===== src/rtl/keypad_pkg.sv =====
// Shared definitions for the 4x4 keypad scanner: matrix widths, FSM
// state encoding and small combinational helpers used by the scanner.
package keypad_pkg;

    localparam int ROW_W = 4;
    localparam int COL_W = 4;

    typedef enum logic [1:0] {
        ST_SCAN     = 2'd0,
        ST_DEBOUNCE = 2'd1,
        ST_HELD     = 2'd2,
        ST_RELEASE  = 2'd3
    } scan_state_t;

    // Index of the lowest-numbered column that is pulled low (0 if none).
    function automatic logic [1:0] lowest_low_col(input logic [COL_W-1:0] c);
        logic [1:0] idx;
        idx = 2'd0;
        for (int i = COL_W - 1; i >= 0; i--) begin
            if (!c[i]) begin
                idx = 2'(i);
            end
        end
        return idx;
    endfunction

    // Active-low one-hot row drive for the selected row.
    function automatic logic [ROW_W-1:0] row_drive(input logic [1:0] idx);
        return 4'b1111 - (4'b0001 << idx);
    endfunction

endpackage


===== src/rtl/keypad_tick_gen.sv =====
// Scan-rate divider: emits a one-cycle tick every SCAN_DIV clk cycles.
import keypad_pkg::*;

module keypad_tick_gen #(
    parameter int SCAN_DIV = 50000
) (
    input  logic clk,
    input  logic rst,
    output logic tick
);

    localparam int CW = (SCAN_DIV > 2) ? $clog2(SCAN_DIV) : 1;
    localparam logic [CW-1:0] DIV_LAST = CW'(SCAN_DIV - 1);

    logic [CW-1:0] div_cnt;

    // Free-running divider, wraps to 0 the cycle after reaching SCAN_DIV-1.
    always_ff @(posedge clk) begin
        if (rst) begin
            div_cnt <= '0;
        end else if (div_cnt == DIV_LAST) begin
            div_cnt <= '0;
        end else begin
            div_cnt <= div_cnt + CW'(1);
        end
    end

    assign tick = (div_cnt == DIV_LAST);

endmodule


===== src/rtl/keypad_scanner.sv =====
// 4x4 matrix keypad scanner: walks an active-low row strobe, debounces
// a detected press and its release on the scan tick, and reports the
// accepted key as row_idx*4 + col_idx.
import keypad_pkg::*;

module keypad_scanner #(
    parameter int SCAN_DIV     = 50000,
    parameter int DEBOUNCE_CNT = 4
) (
    input  logic             clk,
    input  logic             rst,
    input  logic [COL_W-1:0] col,
    output logic [ROW_W-1:0] row,
    output logic [3:0]       key_code,
    output logic             key_valid,
    output logic             key_pressed
);

    localparam int DW = (DEBOUNCE_CNT > 1) ? $clog2(DEBOUNCE_CNT + 1) : 1;
    localparam logic [DW-1:0] DB_ONE  = DW'(1);
    localparam logic [DW-1:0] DB_MAX  = DW'(DEBOUNCE_CNT);
    localparam logic [DW-1:0] DB_LAST = DW'(DEBOUNCE_CNT - 1);
    localparam bit            DB_SINGLE = (DEBOUNCE_CNT == 1);

    logic             tick;
    logic [COL_W-1:0] col_meta_p0;
    logic [COL_W-1:0] col_s;
    scan_state_t      state;
    logic [1:0]       row_idx;
    logic [1:0]       cap_col;
    logic [DW-1:0]    db_cnt;
    logic [1:0]       low_col;
    logic             cap_low;

    keypad_tick_gen #(
        .SCAN_DIV (SCAN_DIV)
    ) u_tick_gen (
        .clk  (clk),
        .rst  (rst),
        .tick (tick)
    );

    // Two-flop synchronizer for the asynchronous column lines.
    always_ff @(posedge clk) begin
        if (rst) begin
            col_meta_p0 <= '1;
            col_s       <= '1;
        end else begin
            col_meta_p0 <= col;
            col_s       <= col_meta_p0;
        end
    end

    assign low_col = lowest_low_col(col_s);
    assign cap_low = ~col_s[cap_col];
    assign row     = row_drive(row_idx);

    // Scan / debounce / hold / release FSM with registered key outputs.
    always_ff @(posedge clk) begin
        if (rst) begin
            state       <= ST_SCAN;
            row_idx     <= 2'd0;
            cap_col     <= 2'd0;
            db_cnt      <= '0;
            key_code    <= 4'd0;
            key_valid   <= 1'b0;
            key_pressed <= 1'b0;
        end else begin
            key_valid <= 1'b0;
            if (tick) begin
                case (state)
                    ST_SCAN: begin
                        if (col_s == '1) begin
                            row_idx <= row_idx + 2'd1;
                        end else begin
                            cap_col <= low_col;
                            if (DB_SINGLE) begin
                                db_cnt      <= DB_MAX;
                                state       <= ST_HELD;
                                key_code    <= {row_idx, low_col};
                                key_valid   <= 1'b1;
                                key_pressed <= 1'b1;
                            end else begin
                                db_cnt <= DB_ONE;
                                state  <= ST_DEBOUNCE;
                            end
                        end
                    end

                    ST_DEBOUNCE: begin
                        if (cap_low) begin
                            if (db_cnt == DB_LAST) begin
                                db_cnt      <= DB_MAX;
                                state       <= ST_HELD;
                                key_code    <= {row_idx, cap_col};
                                key_valid   <= 1'b1;
                                key_pressed <= 1'b1;
                            end else begin
                                db_cnt <= db_cnt + DB_ONE;
                            end
                        end else begin
                            db_cnt  <= '0;
                            state   <= ST_SCAN;
                            row_idx <= row_idx + 2'd1;
                        end
                    end

                    ST_HELD: begin
                        if (!cap_low) begin
                            if (DB_SINGLE) begin
                                db_cnt      <= '0;
                                state       <= ST_SCAN;
                                row_idx     <= row_idx + 2'd1;
                                key_pressed <= 1'b0;
                            end else begin
                                db_cnt <= DB_ONE;
                                state  <= ST_RELEASE;
                            end
                        end
                    end

                    ST_RELEASE: begin
                        if (!cap_low) begin
                            if (db_cnt == DB_LAST) begin
                                db_cnt      <= '0;
                                state       <= ST_SCAN;
                                row_idx     <= row_idx + 2'd1;
                                key_pressed <= 1'b0;
                            end else begin
                                db_cnt <= db_cnt + DB_ONE;
                            end
                        end else begin
                            // Release bounced: key is still held, no new report.
                            db_cnt <= DB_MAX;
                            state  <= ST_HELD;
                        end
                    end

                    default: begin
                        db_cnt <= '0;
                        state  <= ST_SCAN;
                    end
                endcase
            end
        end
    end

endmodule


===== config.mk =====
export PLATFORM = sky130hd
export DESIGN_NAME = keypad_scanner
export DESIGN_NICKNAME = d
export VERILOG_FILES = /design/src/rtl/keypad_pkg.sv /design/src/rtl/keypad_tick_gen.sv /design/src/rtl/keypad_scanner.sv
export SDC_FILE = /design/constraint.sdc
export NUM_CORES = 1
export LEC_CHECK = 0
export CELL_PAD_IN_SITES_DETAIL_PLACEMENT = 1
export CELL_PAD_IN_SITES_GLOBAL_PLACEMENT = 1
export CORE_ASPECT_RATIO = 1.75
export CORE_UTILIZATION = 45
export CTS_CLUSTER_DIAMETER = 120
export DETAILED_ROUTE_END_ITERATION = 7
export MAX_ROUTING_LAYER = met4
export PLACE_DENSITY_LB_ADDON = 0.12
export RECOVER_POWER = 50
export SLEW_MARGIN = 5
export SYNTH_ARGS = -nofsm -noshare
export SYNTH_HDL_FRONTEND = slang
export SYNTH_SLANG_ARGS = --single-unit

===== constraint.sdc =====
create_clock -name clk -period 5.6 [get_ports clk]
set_clock_uncertainty 0.15 [all_clocks]
set_input_delay 1.68 -clock clk [delete_from_list [all_inputs] [get_ports clk]]
set_output_delay 1.68 -clock clk [all_outputs]
set_load 0.05 [all_outputs]

Yosys cells after proc, flatten, opt, wreduce, memory -nomap -nowiden
Cells that the tools add are included.
- flip-flop bits (word level): 39
- add/subtract/negate cells: 4
- magnitude comparators: 1
- eq/ne operators: 16
- shift-type cells: 1
- mux-type cells: 31
- bitwise logic cells: 4
- reduce and logical (&&, ||, !) cells: 11
- operators by type and width (cell ; number):
    two-way mux 2 bit ; 14
    two-way mux 3 bit ; 6
    adder 16 x 1 -> 16 bit (second input constant) ; 1
    equality test 16 bit (second input constant) ; 1
    != test 2 bit (second input constant) ; 8
    one-hot mux 3 bit (4 select lines) ; 1
    AND reduction 6 bit ; 2
    one-hot mux 2 bit (4 select lines) ; 1
    two-way mux 1 bit ; 6
    != test 3 bit (second input constant) ; 2
    one-hot mux 2 bit (3 select lines) ; 1
    AND reduction 3 bit ; 2
    AND reduction 5 bit ; 1
    equality test 2 bit (second input constant) ; 2
    equality test 4 bit (second input constant) ; 1
    NOT 1 bit ; 4
    AND reduction 4 bit ; 1
    OR reduction 4 bit ; 1
    << shifter 1 x 2 -> 4 bit (first input constant) ; 1
    subtractor 4 bit (first input constant) ; 1
    adder 3 x 1 -> 3 bit (second input constant) ; 1
    equality test 3 x 2 -> 1 bit (second input constant) ; 1
    < comparator 2 x 3 -> 1 bit (second input constant) ; 1
    nonzero test 3 bit ; 1
    7 further kinds ; 7

Depth between registers and ports, before layout
Gate-level depths: netlist (run 1).
- depth after elaboration: 4
- gate-level depth with buffers: 7
- mapped depth without buffers: 5

Cells and area by module
From an unflattened synthesis (run 1), not the netlist that was laid out.
- cells, all modules: 198
- area, all modules: 1810.5 µm²
- by module, submodules not included (module ; times used ; cells each ; area an instance (µm²)):
    keypad_scanner ; 1 ; 116 ; 1078.5
    keypad_tick_gen ; 1 ; 82 ; 732.0

Worst setup path before layout (run 1)
No wires, ideal clock.
- kind: reg2out
- from: reg row_idx[0]
- to: out row[0]
- arrival time: 0.926 ns
- data required time: 3.770 ns
- setup slack: 2.844 ns
- stages on the path, launching flop included: 4
- buffers on the path: 0
- path through: dfxtp_1 > inv_1 > ha_1 > inv_1
- cells in the longest elaborated chain, start to end: 2
- ends and longest elaborated chain (item ; line ; text):
    start, declared ; keypad_scanner.sv:29 ; logic [1:0] row_idx;
    start signal, assigned ; keypad_scanner.sv:74 ; row_idx <= row_idx + 2'd1;
    start signal, assigned ; keypad_scanner.sv:104 ; row_idx <= row_idx + 2'd1;
    start signal, assigned ; keypad_scanner.sv:113 ; row_idx <= row_idx + 2'd1;
    << shifter 1 x 2 -> 4 bit ; keypad_pkg.sv:29 ; return 4'b1111 - (4'b0001 << idx);
    subtractor 4 bit ; keypad_pkg.sv:29 ;
    end, declared ; keypad_scanner.sv:13 ; output logic [ROW_W-1:0] row,
Every way passes these cells.

Worst setup path in the final report (run 1)
- from: reg row_idx[0]
- to: out row[2]
The elaborated chain is that of the path after synthesis.

==> qor.yml, run 1 <==
grt_usage: 0.2264
relSlewSlack: 0.3328
syn-num-nets: 225
switchingPower_mw: 0.1157
chipWidth_um: 51.85
hold_viol_final: 0
min_period_over_period: 0.6565
clk_pin_slew_ps: 80
max_clock_freq_mhz: 272.0
p_comb_frac: 0.046
area_growth_pct: 12.53
drtIter0Drc: 22
cts-root-buf: "clkbuf_8"
routed_wl_mm: 4.448
vias: 1566
finalSetupViolCount: 0
antenna_found_initial: 0
cts-htree-levels: 2
yosys.area.top_type_share: 0.3990
power.internal_mw: 0.3931
min_period_ps: 3676
die_h_um: 89.24
status: "completed"
postCtsSetupBuffers: 0
cap_violations: 0
cp.arrival_ps: 1850
finalSetupTns_ps: 0
synth_edf_count: 0
ys_seq_area_frac: 0.3990
min_path_cells: 1
clk_path_buf_depth: 2
slew_violations: 0
clock_sinks: 39
coreArea_um2: 4150
p_seq_frac: 0.560
antenna_cells: 0
ys_warn_count: 0
routedWlPerCell_um: 16.17
reg2regPathDepth: 5
io_buffers: 15
slowest_delay_ps: 800
yosysTopAreaCell: "dfxtp_1"
synthArstFlopShare: 0
cellPowerDensity_nw_per_um2: 231.0
path_class: "reg2out"
start_util: 0.4715
worst-path-max-fanout: 5
ys.flop_type: "dfxtp_1"
place_ws_ps: 1755
synth.most_common_cell: "dfxtp_1"
setup_ws_ps: 1924
die_area_um2: 4627
synthTopCellsByArea: "dfxtp_1 (40%), xnor2_1 (5.4%), ha_1 (4.5%)"
cts_tree: "yes"
yosys-top-cells-count: "dfxtp_1 (39), nor2_1 (21), inv_1 (15)"
ys_ff_latch: 39
cts_resized: 0
dp_hpwl_mm: 3.358
grt_overflow: 0
cp-end-kind: "output port"
nNetsFinal: 238
clock_latency_ps: 290
top_usage_layer: "met2"
io_pins: 16
crit_chain: "inv_1, ha_1, inv_1, clkdlybuf4s50_1"
crit_family: "buffers and inverters"
drive_gt1_frac: 0.1018
met2_usage: 0.4441
cellLeakagePower_nw: 0.7824
cp.depth: 4
rows: 31
path_buf_inv: 3
holdBufCountCts: 0
avgViaCountPerCell: 5.695
rsz0062_at_grt: "no"
grt_pass1_wl_mm: 7.596
yosysUniqueCellTypes: 49
cp_common_cell: "inv_1"
crit_path_start_kind: "flip-flop"
avgSynthCellArea_um2: 9.231
ir_drop_mv: 0.1239
cts_buffers: 5
grt_pass1_vias: 1673
cp_slowest_cell: "clkdlybuf4s50_1"
hold_class: "reg2reg"
netlist_area_um2: 1957
place_congestion: 0.8152
p_sw_frac: 0.2273
postSynthCellCount: 212
grt_use_met1: 0.2048
worst_slew_pin_slew_ps: 997.5
grt_max_degree: 33
drtAntennaViolNets: 0
drc: 0
clkPwrFrac: 0.394
grt_use_met3: 0.03741
dr.pass1.iters: 4
crit_required_ps: 3770
## sequential cells by signal, summed over array words and instances (netlist names), named ones only
register	count
col_meta_p0	4
col_s	4
u_tick_gen.div_cnt	16
row_idx	2
cap_col	2
key_pressed	1
state	1
db_cnt	3
key_valid	1
key_code	4
## layer usage
| metal | vias to the layer above | wire length, um |
|---|---|---|
| li1 | 766 | - |
| met1 | 776 | 1712 |
| met2 | 15 | 2570 |
| met3 | 9 | 84 |
| met4 | 0 | 81 |
| met5 | - | 0 |
## power groups by stage
stage               Sequential [mW]  Combinational, mW  Clock [mW]
finish                        0.285             0.0236       0.200
CTS                           0.285             0.0241       0.204
detailed placement            0.291             0.0240           0
global route                  0.286             0.0268       0.217
floorplan                     0.290             0.0175           0
global placement              0.291             0.0234           0
## logic make-up (layout without fill, tap and decap cells)
logic type	count (synthesis)	count (layout)	synth area share
muxes	5	5	0.03197
xor gates and xnor gates	15	15	0.07098
adders and majority gates	7	7	0.04475
DFF	39	39	0.3990
and+or+nand+nor	93	93	0.2896
buffers and inverters	24	38	0.05435
AOI/OAI and AO/OA	29	29	0.1093
## placed cells by master, fill, tap and decap left out, types with 2 or more instances in the layout
| cell | instances |
|---|---|
| xnor2_1 | 12 |
| ha_1 | 7 |
| o211ai_1 | 3 |
| nand2_1 | 9 |
| nor3b_1 | 2 |
| o21ai_0 | 3 |
| nor2_1 | 21 |
| and4_1 | 3 |
| mux2i_1 | 4 |
| dlygate4sd3_1 | 5 |
| a211oi_1 | 3 |
| nand4_1 | 6 |
| xor2_1 | 2 |
| nand3_1 | 9 |
| nand2b_1 | 9 |
| or2_2 | 8 |
| a32oi_1 | 2 |
| dfxtp_1 | 39 |
| clkdlybuf4s50_1 | 10 |
| nor3_1 | 7 |
| and4bb_2 | 2 |
| nor2b_1 | 4 |
| clkbuf_8 | 6 |
| a21oi_1 | 7 |
| nor4_1 | 5 |
| inv_1 | 15 |
## per-stage QoR
stage          cells    util  hold slack (ps)  area [um2]  power, mW
2_1_floorplan    212       -            239.5        1957     0.3079
3_3_place_gp     267  0.5104            258.0        2118     0.3146
3_5_place_dp     267  0.5104            253.0        2118     0.3155
4_1_cts          275  0.5333            272.3        2213     0.5125
5_1_grt          275  0.5306            282.6        2202     0.5298
6_report         275  0.5306            266.5        2202     0.5087
## final timing paths
| path | from | end | slack [ps] |
|---|---|---|---|
| setup / recovery | row_idx[0]$_SDFFE_PP0P_ | row[2] | 1920 |
| hold / removal | col_meta_p0[0]$_SDFF_PP1_ | col_s[0]$_SDFF_PP1_ | 270 |
| setup reg to reg | u_tick_gen.div_cnt[0]$_SDFF_PP0_ | db_cnt[2]$_SDFFE_PP0P_ | 3510 |
| hold reg to reg | col_meta_p0[0]$_SDFF_PP1_ | col_s[0]$_SDFF_PP1_ | 270 |
## final cells by class
cell class,count,area (um2)
Timing Repair Buffer,15,150.1
Clock buffer,7,86.33
Fill cell,479,1948
Tap cell,49,61.31
Inverter,15,56.30
Multi-Input combinational cell,149,1059
Clock inverter,1,8.758
Sequential cell,39,780.7
Power figures use the tool's default switching activity.
==> run 2, diff against run 1 <==
--- a/config.mk
+++ b/config.mk
@@ -8,7 +8,7 @@
 export CELL_PAD_IN_SITES_DETAIL_PLACEMENT = 1
 export CELL_PAD_IN_SITES_GLOBAL_PLACEMENT = 1
 export CORE_ASPECT_RATIO = 1.75
-export CORE_UTILIZATION = 45
+export CORE_UTILIZATION = 44
 export CTS_CLUSTER_DIAMETER = 120
 export DETAILED_ROUTE_END_ITERATION = 7
 export MAX_ROUTING_LAYER = met4
==> constraint.sdc (replaced) <==
create_clock -name clk -period 3.8 [get_ports clk]
set_clock_uncertainty 0.15 [all_clocks]
set_input_delay 1.14 -clock clk [delete_from_list [all_inputs] [get_ports clk]]
set_output_delay 1.14 -clock clk [all_outputs]
set_load 0.05 [all_outputs]
==> run 2 against run 1 <==
Against the previous run:
- non-clock buffer count up 1
- worst hold slack worse by 5.9 ps
- clock power up 100%
- die area up 2.2%
- sequential power up 47%
- first-iteration DRC count up 50%
- wire length up 2.5%
- count of clock-buffer cells in the layout down 1
- critical path depth unchanged
- sequential share of layout area down 0.65 points
- global-route usage down 0.43 points
- critical endpoint unchanged
==> qor.yml, run 2 (same netlist as run 1, synthesis figures left out) <==
antenna_found_initial: 0  # unchanged
chipWidth_um: 52.41  # +1.1%
multi_input_area_um2: 1059  # unchanged
ir_drop_mv: 0.2627  # +110%
nNetsFinal: 239  # +0.42%
grt_max_degree: 25  # -24%
area_growth_pct: 14.64
cp_common_cell: "inv_1"
reg2regPathDepth: 5  # unchanged
dp_hpwl_mm: 3.346  # -0.36%
crit-reg2reg-capture: "cap_col[1]$_SDFFE_PP0P_"
largest_register: "u_tick_gen.div_cnt"
status: "completed"
crit_required_ps: 2510  # -1260 ps
clock_latency_ps: 290  # about the same
vias: 1579  # +0.83%
grt_overflow: 0  # unchanged
cp_slowest_cell: "clkdlybuf4s50_1"
total_power_mw: 0.8636  # +70%
reg2reg_from: "u_tick_gen.div_cnt[0]$_SDFF_PP0_"
fin_util: 0.5355  # +0.004944
cellPowerDensity_nw_per_um2: 385.0  # +67%
routedWlPerCell_um: 16.52  # +2.1%
die_area_um2: 4728  # +2.2%
io_buffers: 15  # unchanged
setup_ws_ps: 619.8  # -1304 ps
path_class: "reg2out"
cts_buffers: 5  # unchanged
drive_gt1_frac: 0.1013  # -0.0004483
min_period_over_period: 0.8369
grt_pass1_vias: 1660  # -0.78%
worst-path-max-fanout: 5  # unchanged
crit_path_start_kind: "flip-flop"
cts_resized: 0  # unchanged
place_congestion: 0.8278  # +1.5%
cellLeakagePower_nw: 0.7969  # +1.9%
crit_chain: "inv_1, ha_1, inv_1, clkdlybuf4s50_1"
antenna_cells: 0  # unchanged
start_util: 0.4671  # -0.004366
clock_sinks: 39  # unchanged
finalSetupViolCount: 0  # unchanged
holdBufCountCts: 0  # unchanged
final_common_cell: "dfxtp_1"
layout_common_cells: "dfxtp_1 (39), nor2_1 (21), inv_1 (15)"
drtAntennaViolNets: 0  # unchanged
placed_area_um2: 2126  # +0.35%
worst_slew_pin_slew_ps: 676.1  # -321.4 ps
hold_class: "reg2reg"
rows: 31  # unchanged
design_area_um2: 2243  # +1.9%
grt_pass1_wl_mm: 7.679  # +1.1%
io_pins: 16  # unchanged
r2r_slack_ps: 1590  # -1920 ps
dr.pass1.iters: 4  # unchanged
coreArea_um2: 4189  # +0.93%
crit_family: "buffers and inverters"
cp.arrival_ps: 1890  # +40 ps
postCtsSetupBuffers: 0  # unchanged
largest_register_ffs: 16  # unchanged
cts-htree-levels: 2  # unchanged
slew_violations: 0  # unchanged
place_ws_ps: 756.1  # -998.7 ps
cts_tree: "yes"
cts-root-buf: "clkbuf_8"
grt_usage: 0.2220  # -0.004348
min_period_ps: 3180
whs_ps: 260.6  # -5.891 ps
clk_path_buf_depth: 2  # unchanged
routed_wl_mm: 4.559  # +2.5%
avgViaCountPerCell: 5.721  # +0.46%
die_h_um: 90.22  # +1.1%
min_path_cells: 1  # unchanged
regArea_um2: 780.7  # unchanged
rsz0062_at_grt: "no"
finalSetupTns_ps: 0  # unchanged
max_clock_freq_mhz: 314.4
final_cells: 276  # +0.36%
min_delay_worst_endpoint: "col_s[3]$_SDFF_PP1_"
drc: 0  # unchanged
placed_cells: 268  # +0.37%
path_buf_inv: 3  # unchanged
drtIter0Drc: 33  # +50%
hp-start: "col_meta_p0[3]$_SDFF_PP1_"
slowest_delay_ps: 800  # about the same
cp-end-kind: "output port"
clk_pin_slew_ps: 80  # about the same
hold_viol_final: 0  # unchanged
cap_violations: 0  # unchanged
relSlewSlack: 0.5478  # +0.2150
fillers: 494  # +3.1%
==> run 2: cell count changes in the layout (fill, tap and decap cells not counted), sizes merged <==
cell / change
dlygate4sd3: -1
bufinv: +2
clkdlybuf4s50: +1
clkinv: -1
==> run 2: area by class of cell <==
type / instances / area share
flip-flops and latches: 39 / 0.3480
inverters: 15 / 0.02510
clock buffers: 6 / 0.03235
multi-input cells: 149 / 0.4718
clock inverters: 2 / 0.02677
repair buffers: 16 / 0.06860
well taps: 49 / 0.02733
==> run 2: report_power, final <==
part	total (mW)	internal [mW]	switching [mW]	leakage [nW]
combinational	0.0355	0.0157	0.0197	0.415
sequential	0.420	0.415	0.00525	0.317
clock	0.408	0.262	0.145	0.0654
total	0.864	0.693	0.170	0.797
==> run 2: layer usage <==
layer / track usage / routed length [um] / vias up
li1: - / - / 770
met1: 0.2135 / 1694 / 781
met2: 0.4177 / 2702 / 21
met3: 0.03553 / 75 / 7
met4: 0.07456 / 86 / 0
met5: - / 0 / -
==> run 2: how the worst max path moves through the flow <==
stage,from,to,slack (ps),depth (start not counted)
final,row_idx[0]$_SDFFE_PP0P_,row[2],620,4
after global routing,row_idx[0]$_SDFFE_PP0P_,row[2],530,4
after CTS,row_idx[0]$_SDFFE_PP0P_,row[2],570,4
after detailed placement,rst,db_cnt[1]$_SDFFE_PP0P_,760,5
after global placement,rst,u_tick_gen.div_cnt[3]$_SDFF_PP0_,820,3
after floorplan,row_idx[0]$_SDFFE_PP0P_,row[0],1580,3
==> run 2: worst register-to-register path, delay by kind of cell, from the launching register on <==
kind,cells,cell delay (ps)
AOI/OAI and AO/OA,2,460
and+or+nand+nor,2,890
DFF,1,390
adders and majority gates,1,220
==> edit 1, RTL diff (flow settings as in run 2) <==
Compare `div_cnt` against `DIV_LAST` with >= in place of ==.
--- a/src/rtl/keypad_tick_gen.sv
+++ b/src/rtl/keypad_tick_gen.sv
@@ -27,3 +27,3 @@
 
-    assign tick = (div_cnt == DIV_LAST);
+    assign tick = (div_cnt >= DIV_LAST);
 
Formal check against the unedited RTL: no difference found for any inputs over 10 cycles, from zero or initial values and one cycle with rst high; that may be too few to reach the edited logic, so the function may still have changed.
==> edit 1 against run 2 <==
Sequential cell count unchanged; final cell count decreased by 5.1%; sequential share of layout area rose by 3.3 points; cell area is 8.8% lower; synthesized area is 10% lower; wire length decreased by 19%; setup slack improved by 0.068 ns; power fell by 11%; largest power group unchanged.
==> edit 1: results (changes against run 2) <==
synth-main-ff-cell: "dfxtp_1"  # unchanged
fin_hold_ws_ns: 0.265  # was 0.261 ns
worstPathMaxFanout: 4  # was 5
synth_mux_area_share_pct: 6.42  # was 3.20%
synthAdderAreaFrac_pct: 5.71  # was 4.48%
timing.rr.end: "key_pressed$_SDFFE_PP0P_"  # was cap_col[1]$_SDFFE_PP0P_
post-dp-hpwl_um: 2840  # was 3350 µm
pre_cts_ws_ns: 0.964  # was 0.756 ns
worst_pin_slew_ns: 0.790  # was 0.676 ns
worstReg2RegStart: "u_tick_gen.div_cnt[12]$_SDFF_PP0_"  # was u_tick_gen.div_cnt[0]$_SDFF_PP0_
dp.cells: 254  # was 268
wire_per_inst_um: 14.2  # was 16.5 µm
hold_end: "col_s[2]$_SDFF_PP1_"  # was col_s[3]$_SDFF_PP1_
grt_max_degree: 18  # was 25
vdd_drop_max_mv: 0.259  # was 0.263 mV
nNetsFinal: 227  # was 239
ys.warnings.count: 0  # unchanged
grt_pass1_wl_um: 6300  # was 7680 µm
r2r_slack_ns: 1.22  # was 1.59 ns
outcome: "finished clean"  # unchanged
drive_gt1_share_pct: 9.35  # was 10.1%
num_vias: 1390  # was 1579
seq_area_frac_synth_pct: 44.5  # was 39.9%
synth_compound_area_share_pct: 8.42  # was 10.9%
synthTopCellsByArea: "dfxtp_1, ha_1, mux2i_1, nand2_1, nor2_1"  # was dfxtp_1, xnor2_1, ha_1, nor2_1, inv_1
synth_common_cells: "dfxtp_1, nand2_1, nor2_1"  # was dfxtp_1, nor2_1, inv_1
drt_iter0_drc: 29  # was 33
synthXorXnorAreaFrac_pct: 6.49  # was 7.10%
place_area_um2: 1960  # was 2130 µm²
place_congestion: 0.820  # was 0.828
synth_nets: 208  # was 225
p_leak_nw: 0.780  # was 0.797 nW
crit_arrival_ns: 1.82  # was 1.89 ns
wl_um: 3710  # was 4560 µm
antenna_found_initial: 0  # unchanged
hold_start: "col_meta_p0[2]$_SDFF_PP1_"  # was col_meta_p0[3]$_SDFF_PP1_
synthDistinctLibCells: 37  # was 49
## edit 1: critical path, delay by kind of cell (launching register included)
kind | cells | cell delay, ns
adders and majority gates | 1 | 0.20
buffers and inverters | 3 | 0.94
DFF | 1 | 0.39
## edit 1: cells by family after synthesis
group	Yosys count
DFF	39
buffers and inverters	19
AOI/OAI and AO/OA	22
adders and majority gates	8
and+or+nand+nor	83
xor gates and xnor gates	13
muxes	10
## edit 1: report_power, final
part	internal [W]	switching, W
Combinational	0.0000192	0.0000248
Clock	0.000166	0.000138
Sequential	0.000417	0.00000646
Total	0.000602	0.000169
## edit 1: metal layers
layer / part of all wire, % / vias to the layer above / wire, µm / track usage, %
met2: 59 / 16 / 2170 / 37.7
met5: 0 / - / 0 / -
li1: - / 692 / - / -
met4: 2.5 / 0 / 93 / 10.4
met1: 37 / 673 / 1370 / 18.2
met3: 2.1 / 9 / 77 / 4.96
## edit 1: final cells by class
| type | instances | area (µm²) |
|---|---|---|
| fill | 479 | 1780 |
| multi-input combinational | 136 | 892 |
| sequential | 39 | 781 |
| timing repair buffer | 17 | 161 |
| clock buffer | 8 | 100 |
| tap | 48 | 60.1 |
| inverter | 14 | 52.6 |
## edit 1: how the worst max path moves through the flow
stage | start | endpoint | cells past startpoint | slack, ns
floorplan | cap_col[0]$_SDFFE_PP0P_ | db_cnt[1]$_SDFFE_PP0P_ | 5 | 1.59
global placement | rst | u_tick_gen.div_cnt[12]$_SDFF_PP0_ | 6 | 1.04
detailed placement | rst | u_tick_gen.div_cnt[12]$_SDFF_PP0_ | 6 | 0.96
CTS | row_idx[0]$_SDFFE_PP0P_ | row[2] | 4 | 0.67
global route | rst | u_tick_gen.div_cnt[8]$_SDFF_PP0_ | 6 | 0.54
finish | row_idx[0]$_SDFFE_PP0P_ | row[2] | 4 | 0.69
==> edit 2, RTL diff (config.mk and constraints of run 2) <==
Made on the original files. Set the package constant `COL_W` to 6 (it was 4).
--- a/src/rtl/keypad_pkg.sv
+++ b/src/rtl/keypad_pkg.sv
@@ -5,3 +5,3 @@
     localparam int ROW_W = 4;
-    localparam int COL_W = 4;
+    localparam int COL_W = 6;
 
Ports: changed (resized col); port bits go from 16 to 18. The function was not compared with the original's and may differ.
==> edit 2 against run 2 <==
Power up 0.97%; register-to-register slack about the same; cell area up 7.4%; sequential power up 10%; worst hold slack about the same; sequential cell count up 4; synthesized area up 7.3%; wire length up 5.7%; clock power down 9.8%; core utilization up 0.16 points; via count up 4.4%; setup slack better by 0.025 ns; first-iteration DRC count down 36%; largest cell class unchanged; largest power group unchanged.
==> edit 2: results (changes against run 2) <==
powerSeq_w: 0.000464  # was 0.000420 W
grt_util_met1_pct: 21.2  # was 21.4%
grt_pass1_wl_um: 8200  # was 7680 µm
drive_gt1_share_pct: 12.2  # was 10.1%
outcome: "finished clean"  # unchanged
synth_common_cells: "dfxtp_1, nor2_1, inv_1, or2_2, nand2b_1"  # was dfxtp_1, nor2_1, inv_1
synthDistinctLibCells: 41  # was 49
met2_usage_pct: 42.8  # was 41.8%
drt_iter0_drc: 21  # was 33
hp-class: "reg -> reg"  # unchanged
p_leak_nw: 0.884  # was 0.797 nW
crit_arrival_ns: 1.87  # was 1.89 ns
wire_per_inst_um: 16.7  # was 16.5 µm
cts-root-buf: "clkbuf_8"  # unchanged
post-dp-hpwl_um: 3700  # was 3350 µm
num_vias: 1649  # was 1579
top_regs: "u_tick_gen.div_cnt (16), col_meta_p0 (6), col_s (6)"
place_congestion: 0.831  # was 0.828
fill_cells: 523  # was 494
antennaDiodeCount: 0  # unchanged
vdd_drop_max_mv: 0.323  # was 0.263 mV
seq_area_frac_synth_pct: 41.0  # was 39.9%
use_met3_pct: 3.41  # was 3.55%
p_int_w: 0.000677  # was 0.000693 W
slew_viol_final: 0  # unchanged
dr.pass1.iters: 4  # unchanged
synthXorXnorAreaFrac_pct: 6.20  # was 7.10%
synthTopCellsByArea: "dfxtp_1, ha_1, xor2_1, or2_2, nand2b_1"  # was dfxtp_1, xnor2_1, ha_1, nor2_1, inv_1
nNetsFinal: 252  # was 239
slew_headroom_pct: 56.4  # was 54.8%
synth_nets: 238  # was 225
ys.warnings.count: 0  # unchanged
htree_levels: 2  # unchanged
grt_util_all_layers_pct: 22.5  # was 22.2%
wl_met2_um: 2890  # was 2700 µm
synth_compound_area_share_pct: 9.42  # was 10.9%
port-buffer-count: 17  # was 15
antenna_found_initial: 0  # unchanged
worstPathMaxFanout: 5  # unchanged
grt_max_degree: 22  # was 25
grt_pass1_vias: 1799  # was 1660
synthAdderAreaFrac_pct: 4.17  # was 4.48%
synth-async-reset-ratio_pct: 0  # unchanged
drt-met1-wl_um: 1780  # was 1690 µm
dr_wl_met3_um: 81  # was 75 µm
synth_mux_area_share_pct: 3.46  # was 3.20%
clockPowerShare_pct: 42.2  # was 47.2%
[edit 2: cell count changes after synthesis, sizes merged, moves of 4 or more]
cell	before	now
clkbuf	3	8
and2	0	4
nand2	9	3
dfxtp	39	43
xnor2	13	4
and4	3	7
xor2	2	10
nor3	8	3
nor4	6	0
or2	8	13
o21ai	4	9
[edit 2: critical path: stages (launching register included)]
cell and delay, ns:
dfxtp_1 0.43, inv_1 0.10, ha_1 0.21, inv_1 0.05, clkdlybuf4s50_1 0.78
[edit 2: area by class of cell]
cell class,count,share of cell area [%]
Multi-Input combinational cell,156,47.5
Clock buffer,5,2.86
Tap cell,51,2.65
Inverter,13,2.03
Timing Repair Buffer,18,7.22
Sequential cell,43,35.7
Clock inverter,3,1.97
[edit 2: through the flow]
step | instances | hold WS [ns] | total power [W] | cell area, µm² | worst slack [ns]
after floorplan | 223 | 0.239 | 0.000500 | 2100 | 1.58
after global placement | 281 | 0.242 | 0.000512 | 2300 | 0.873
after detailed placement | 281 | 0.245 | 0.000516 | 2300 | 0.832
after CTS | 289 | 0.267 | 0.000884 | 2410 | 0.605
after global routing | 289 | 0.277 | 0.000907 | 2410 | 0.515
final | 289 | 0.261 | 0.000872 | 2410 | 0.645
[edit 2: worst paths after layout]
path / from / to / slack (ns) / cells after the start
worst min-delay path: col_meta_p0[0]$_SDFF_PP1_ / col_s[0]$_SDFF_PP1_ / 0.26 / 1
worst min register to register: col_meta_p0[0]$_SDFF_PP1_ / col_s[0]$_SDFF_PP1_ / 0.26 / 1
worst max-delay path: row_idx[0]$_SDFFE_PP0P_ / row[2] / 0.64 / 4
worst max register to register: u_tick_gen.div_cnt[0]$_SDFF_PP0_ / key_code[1]$_SDFFE_PP0P_ / 1.59 / 5
